`src/rtl/mem_rd_arbiter_if.sv`:
```
// mem_rd_arbiter_if: request, response and RAM-port signals of the read arbiter
interface mem_rd_arbiter_if #(
    parameter int NREQ = 3,
    parameter int AW   = 16,
    parameter int DW   = 8
);
    logic [NREQ-1:0]    req_valid_i;
    logic [NREQ*AW-1:0] req_addr_i;
    logic [NREQ-1:0]    req_ready_o;
    logic [NREQ-1:0]    rsp_valid_o;
    logic [DW-1:0]      rsp_data_o;
    logic               mem_en_o;
    logic [AW-1:0]      mem_addr_o;
    logic [DW-1:0]      mem_data_i;
    logic               mem_valid_i;

    modport master (
        input  req_valid_i, req_addr_i, mem_data_i, mem_valid_i,
        output req_ready_o, rsp_valid_o, rsp_data_o, mem_en_o, mem_addr_o
    );

    modport slave (
        output req_valid_i, req_addr_i, mem_data_i, mem_valid_i,
        input  req_ready_o, rsp_valid_o, rsp_data_o, mem_en_o, mem_addr_o
    );
endinterface

```
`src/rtl/mem_rd_arbiter.sv`:
```
// mem_rd_arbiter: round-robin sharing of one RAM read port with an in-order tag FIFO (RD_ARB_BURST_EN enables burst grants)
module mem_rd_arbiter #(
    parameter int NREQ      = 3,
    parameter int AW        = 16,
    parameter int DW        = 8,
    parameter int DEPTH     = 4,
    parameter int BURST_LEN = 4
) (
    input  logic                       clk,
    input  logic                       rst,
    mem_rd_arbiter_if.master           bus,
    output logic [$clog2(DEPTH+1)-1:0] pending_o,
    output logic                       err_o
);
    localparam int PW = (NREQ > 1) ? $clog2(NREQ) : 1;
    localparam int FW = (DEPTH > 1) ? $clog2(DEPTH) : 1;
    localparam int CW = $clog2(DEPTH + 1);

    logic [PW-1:0] r_ptr;
    logic [PW-1:0] r_tag [DEPTH];
    logic [FW-1:0] r_head, r_tail;
    logic [CW-1:0] r_pending;
    logic          r_mem_en;
    logic [AW-1:0] r_mem_addr;
    logic          r_err;

    logic [PW-1:0] w_j, w_rr_idx, w_win;
    logic          w_rr_hit, w_burst, w_pop, w_can, w_grant;

    always_comb begin
        w_rr_hit = 1'b0;
        w_rr_idx = '0;
        w_j      = '0;
        for (int k = NREQ - 1; k >= 0; k--) begin
            w_j = PW'((int'(r_ptr) + k) % NREQ);
            if (bus.req_valid_i[w_j]) begin
                w_rr_hit = 1'b1;
                w_rr_idx = w_j;
            end
        end
    end

`ifdef RD_ARB_BURST_EN
    localparam int BW = $clog2(BURST_LEN + 1);
    logic [PW-1:0] r_last;
    logic          r_last_v;
    logic [BW-1:0] r_cnt;

    assign w_burst = r_last_v && bus.req_valid_i[r_last] && (r_cnt < BW'(BURST_LEN - 1));
    assign w_win   = w_burst ? r_last : w_rr_idx;

    always_ff @(posedge clk) begin
        if (rst) begin
            r_last   <= '0;
            r_last_v <= 1'b0;
            r_cnt    <= '0;
        end else begin
            if (w_grant) begin
                r_last   <= w_win;
                r_last_v <= 1'b1;
            end
            r_cnt <= (w_grant && w_burst) ? r_cnt + 1'b1 : '0;
        end
    end
`else
    assign w_burst = BURST_LEN < 0;
    assign w_win   = w_rr_idx;
`endif

    assign w_pop   = !rst && bus.mem_valid_i && (r_pending != '0);
    assign w_can   = (r_pending < CW'(DEPTH)) || w_pop;
    assign w_grant = !rst && w_can && (w_burst || w_rr_hit);

    assign bus.req_ready_o = w_grant ? (NREQ'(1) << w_win) : '0;
    assign bus.rsp_valid_o = w_pop ? (NREQ'(1) << r_tag[r_head]) : '0;
    assign bus.rsp_data_o  = rst ? '0 : bus.mem_data_i;
    assign bus.mem_en_o    = r_mem_en;
    assign bus.mem_addr_o  = r_mem_addr;
    assign pending_o       = r_pending;
    assign err_o           = r_err;

    always_ff @(posedge clk) begin
        if (rst) begin
            r_ptr      <= '0;
            r_head     <= '0;
            r_tail     <= '0;
            r_pending  <= '0;
            r_mem_en   <= 1'b0;
            r_mem_addr <= '0;
            r_err      <= 1'b0;
        end else begin
            r_mem_en  <= w_grant;
            r_pending <= r_pending + CW'(w_grant) - CW'(w_pop);
            if (w_grant) begin
                r_mem_addr    <= bus.req_addr_i[w_win*AW +: AW];
                r_tag[r_tail] <= w_win;
                r_tail        <= r_tail + 1'b1;
            end
            if (w_grant && !w_burst)
                r_ptr <= (w_win == PW'(NREQ - 1)) ? '0 : w_win + 1'b1;
            if (w_pop)
                r_head <= r_head + 1'b1;
            if (bus.mem_valid_i && !w_pop)
                r_err <= 1'b1;
        end
    end
endmodule

```
`src/flat_wrapper.sv`:
```
// flat-port wrapper written by rule: the top's interface ports become plain ports
module mem_rd_arbiter_flat 
#(
    parameter int NREQ      = 3,
    parameter int AW        = 16,
    parameter int DW        = 8,
    parameter int DEPTH     = 4,
    parameter int BURST_LEN = 4
)
  (clk, rst, pending_o, err_o, bus_req_valid_i, bus_req_addr_i, bus_mem_data_i, bus_mem_valid_i, bus_req_ready_o, bus_rsp_valid_o, bus_rsp_data_o, bus_mem_en_o, bus_mem_addr_o);
  mem_rd_arbiter_if #(.NREQ(NREQ), .AW(AW), .DW(DW)) bus_i ();
  input  logic clk;
  input  logic rst;
  output logic [$clog2(DEPTH+1)-1:0] pending_o;
  output logic err_o;
  input wire logic [$bits(bus_i.req_valid_i)-1:0] bus_req_valid_i;
  input wire logic [$bits(bus_i.req_addr_i)-1:0] bus_req_addr_i;
  input wire logic [$bits(bus_i.mem_data_i)-1:0] bus_mem_data_i;
  input wire logic [$bits(bus_i.mem_valid_i)-1:0] bus_mem_valid_i;
  output wire logic [$bits(bus_i.req_ready_o)-1:0] bus_req_ready_o;
  output wire logic [$bits(bus_i.rsp_valid_o)-1:0] bus_rsp_valid_o;
  output wire logic [$bits(bus_i.rsp_data_o)-1:0] bus_rsp_data_o;
  output wire logic [$bits(bus_i.mem_en_o)-1:0] bus_mem_en_o;
  output wire logic [$bits(bus_i.mem_addr_o)-1:0] bus_mem_addr_o;
  assign bus_i.req_valid_i = bus_req_valid_i;
  assign bus_i.req_addr_i = bus_req_addr_i;
  assign bus_i.mem_data_i = bus_mem_data_i;
  assign bus_i.mem_valid_i = bus_mem_valid_i;
  assign bus_req_ready_o = bus_i.req_ready_o;
  assign bus_rsp_valid_o = bus_i.rsp_valid_o;
  assign bus_rsp_data_o = bus_i.rsp_data_o;
  assign bus_mem_en_o = bus_i.mem_en_o;
  assign bus_mem_addr_o = bus_i.mem_addr_o;
  mem_rd_arbiter #(.NREQ(NREQ), .AW(AW), .DW(DW), .DEPTH(DEPTH), .BURST_LEN(BURST_LEN)) u_core (.clk(clk), .rst(rst), .bus(bus_i), .pending_o(pending_o), .err_o(err_o));
endmodule
```
`config.mk`:
```
export PLATFORM = sky130hd
export DESIGN_NAME = mem_rd_arbiter_flat
export DESIGN_NICKNAME = d
export VERILOG_FILES = /design/src/rtl/mem_rd_arbiter_if.sv /design/src/rtl/mem_rd_arbiter.sv /design/src/flat_wrapper.sv
export SDC_FILE = /design/constraint.sdc
export NUM_CORES = 1
export LEC_CHECK = 0
export ABC_CLOCK_PERIOD_IN_PS = 2600
export BUFFER_PORTS_ARGS = -buffer_cell sky130_fd_sc_hd__buf_2
export CAP_MARGIN = 0
export CORE_ASPECT_RATIO = 1.1
export CORE_MARGIN = 2
export CORE_UTILIZATION = 43
export CTS_CLUSTER_SIZE = 25
export DETAILED_ROUTE_END_ITERATION = 10
export GPL_TIMING_DRIVEN = 0
export HOLD_SLACK_MARGIN = 0.12
export PLACE_DENSITY = 0.76
export SLEW_MARGIN = 40
export SYNTH_ARGS = -nofsm -noshare
export SYNTH_HDL_FRONTEND = slang
export SYNTH_SLANG_ARGS = --single-unit
```
`constraint.sdc`:
```
create_clock -name clk -period 2.6 [get_ports clk]
set_input_delay 0.26 -clock clk [delete_from_list [all_inputs] [get_ports clk]]
set_output_delay 0.26 -clock clk [all_outputs]
set_load 0.1 [all_outputs]
```
==> flow_summary.yaml <==
synth:
  synthAdderAreaFrac_pct: 6.48
  muxShareOfSynthArea_pct: 3.13
  synthSimpleGateAreaFrac_pct: 14.1
  async_flop_share_pct: 0
  yosys_register_bits: 37
  synthXorXnorAreaFrac_pct: 1.56
  synth.avg_cell_area_sq_um: 9.11
  synth_top_area_cell: "dfxtp_1"
  synth_top_family_by_area: "compound AO/OA/AOI/OAI gates"
  synth_top_area_share_pct: 25.9
  synthTopCellsByArea: "dfxtp_1 (26%), edfxtp_1 (11%), ha_1 (5.6%)"
  synth_cell_types: 42
  syn_area_sq_um: 2240
  ys_seq_area_share_pct: 36.6
  synth-compound-area-share_pct: 27.6
  yosys_warnings: 0
  synth_edf_count: 8
  synth-main-ff-cell: "dfxtp_1"
  syn_nets: 319
  synthCells: 246
setup_path:
  crit_cells: 11
  worst-path-max-fanout: 8
  r2r-start: "u_core.r_ptr[0]$_SDFFE_PP0P_"
  slowest_stage: "o32a_1"
  r2r_end: "u_core.pending_o[2]$_SDFF_PP0_"
  slowest_delay_ns: 0.36
  cp.required_ns: 2.34
  critPathKind: "reg2out"
  r2r_slack_ns: 0.11
  start_kind: "flip-flop"
  cp_cell_sequence: "buf_4 > ha_4 > and2_4 > o32a_1 > buf_6 > a21o_1 > buf_6 > clkinv_8 > nand3_4 > clkinvlp_4 > buf_12"
  rr_worst_depth: 14
  cpLargestDelayFamily: "buffers and inverters"
  endpoint_kind: "primary output"
  path_buf_inv: 6
  endpoint: "bus_req_ready_o[1]"
  cp.arrival_ns: 2.28
  cp_common_cell: "buf_6"
  cp-startpoint: "u_core.r_ptr[0]$_SDFFE_PP0P_"
clock_network:
  clock-sinks: 37
  clk_latency_ns: 0.29
  cts-root-buf: "clkbuf_8"
  clock_path_buffers: 2
  cts_buffers: 5
  cts_tree: "built"
  clk_pin_slew_ns: 0.08
  htree_levels: 2
  holdBufCountCts: 0
sta:
  clock_skew_ns: 0.0132
  hold-worst-slack_ns: 0.194
  slew-limit-headroom_pct: 51.1
  hold_violations: 0
  fin_crit_ns: 2.54
  worst_slew_pin_slew_ns: 0.728
  grt_setup_unrepaired: "no"
  slew_violations: 0
  setup_violations: 0
  min_period_over_period_pct: 97.5
  timing.fmax_ghz: 0.394
  fin_ws_ns: 0.0643
floorplan:
  start_util_pct: 44.8
  io_pins: 97
  coreArea_sq_um: 5000
  die_w_um: 72.8
  die_h_um: 79.7
  dieArea_sq_um: 5810
  rows: 27
placement:
  portBuffers: 96
  place_congestion: 0.840
  dp_cells: 400
  dp_slack_ns: -0.304
  dp_hpwl_mm: 4.38
routing:
  drtIter0Drc: 124
  detail-route-antenna-nets: 0
  wl_per_cell_um: 14.4
  via_per_inst: 5.42
  first_pass_iters: 4
  vias: 2282
  drc: 0
  routed_wl_mm: 6.06
layout:
  fillers: 408
  nets: 435
  layout_commonest_cell: "buf_2"
  fin_cells: 421
  final_layout_size_suffix_gt1_share_pct: 45.5
  area_delta_synth_final_pct: 41.6
  final_core_util_pct: 63.5
  antenna_cells: 0
  final_cell_mix: "buf_2 (95), inv_1 (27), dfxtp_1 (24), a21oi_1 (23), buf_4 (18)"
pwr:
  ir_drop_v: 0.000773
  power.total_w: 0.00367
  power_density_nw_per_um2: 1160
  p_leak_nw: 1.46
min_path:
  timing.hold.worst.class: "in2reg"
run_status:
  outcome: "finished clean"
grt:
  antenna_found_initial: 0
  grt_use_total_pct: 20.6
  grt_max_degree: 14
  overflow: 0
  grt_pass1_wl_mm: 9.53
  grt_pass1_vias: 2203
job:
  drv_cap: 0
-- flip-flops by register name (all words and copies together), names as in the netlist, named ones only --
register and count:
u_core.bus.mem_addr_o 16, u_core.pending_o 3, u_core.err_o 1, u_core.r_ptr 2, u_core.r_head 2, u_core.r_tag 8, u_core.r_tail 2, u_core.bus.mem_en_o 1
-- worst min path at each step --
stage / depth (start not counted) / to / from
after global placement: 2 / u_core.err_o$_SDFFE_PP0P_ / u_core.err_o$_SDFFE_PP0P_
after detailed placement: 2 / u_core.err_o$_SDFFE_PP0P_ / u_core.err_o$_SDFFE_PP0P_
final: 3 / u_core.bus.mem_addr_o[14]$_SDFFE_PP0P_ / bus_req_addr_i[14]
after CTS: 3 / u_core.bus.mem_addr_o[14]$_SDFFE_PP0P_ / bus_req_addr_i[14]
after global routing: 3 / u_core.bus.mem_addr_o[12]$_SDFFE_PP0P_ / bus_req_addr_i[12]
after floorplan: 2 / u_core.bus.mem_addr_o[14]$_SDFFE_PP0P_ / bus_req_addr_i[14]
-- worst min-delay path: stages --
cell	delay [ns]
buf_2	0.07
inv_1	0.03
o32ai_1	0.08
-- through the flow --
step | cell area, sq um | TNS, ns
after floorplan | 2270 | -0.0389
after global placement | 2820 | -0.932
after detailed placement | 2820 | -1.15
after CTS | 3080 | -0.00645
after global routing | 3170 | 0
final | 3170 | 0
-- layer usage --
metal	global-route usage, %	wire, um
met4	7.04	93
met2	36.4	3130
met5	0	0
met1	23.2	2400
met3	6.57	432
-- Yosys cell counts, types with 2 or more instances --
cell type / number
nand2b_1: 4
a21o_1: 4
xnor2_1: 2
nor2_1: 9
xor2_1: 2
a211oi_1: 16
a2111oi_0: 8
nor3_1: 2
nand3_1: 11
buf_1: 3
mux4_2: 2
nand2_1: 13
o21ai_0: 5
a311oi_2: 8
nor2b_1: 11
clkbuf_1: 7
a21oi_1: 24
dfxtp_1: 29
inv_1: 31
edfxtp_1: 8
o32ai_1: 8
buf_6: 3
buf_4: 2
buf_2: 4
ha_1: 10
and3_1: 4
-- cell type report --
| class | instances | area [sq um] | share of cell area (%) |
|---|---|---|---|
| Tap cell | 58 | 72.6 | 2.29 |
| Sequential cell | 37 | 830 | 26.1 |
| Inverter | 33 | 140 | 4.42 |
| Multi-Input combinational cell | 157 | 1290 | 40.7 |
| Buffer | 17 | 104 | 3.27 |
| Timing Repair Buffer | 111 | 621 | 19.6 |
| Clock inverter | 1 | 30.0 | 0.946 |
| Clock buffer | 7 | 86.3 | 2.72 |
-- what timing repair did --
| item | in CTS | in global routing |
|---|---|---|
| buffers inserted | 8 | 7 |
| resized for setup | 22 | 14 |
| setup endpoints to repair | 5 | 5 |
| pin swaps | 6 | 5 |
-- logic make-up (layout without fill, tap and decap cells) --
family                   after synthesis  in the layout
AO/OA/AOI/OAI                         79             79
XOR/XNOR                               4              4
adder cells (fa/ha/maj)               11             11
flip-flops                            37             37
buffers and inverters                 52            169
multiplexers                           4              4
AND/OR/NAND/NOR                       59             59
-- where the power goes --
| part | leakage [nW] | switching [W] | internal, W | total (W) |
|---|---|---|---|---|
| Combinational | 1.08 | 0.00163 | 0.000670 | 0.00230 |
| Sequential | 0.317 | 0.000100 | 0.000752 | 0.000852 |
| Clock | 0.0585 | 0.000207 | 0.000313 | 0.000520 |
Note: power is estimated with default switching activity, not from simulation.
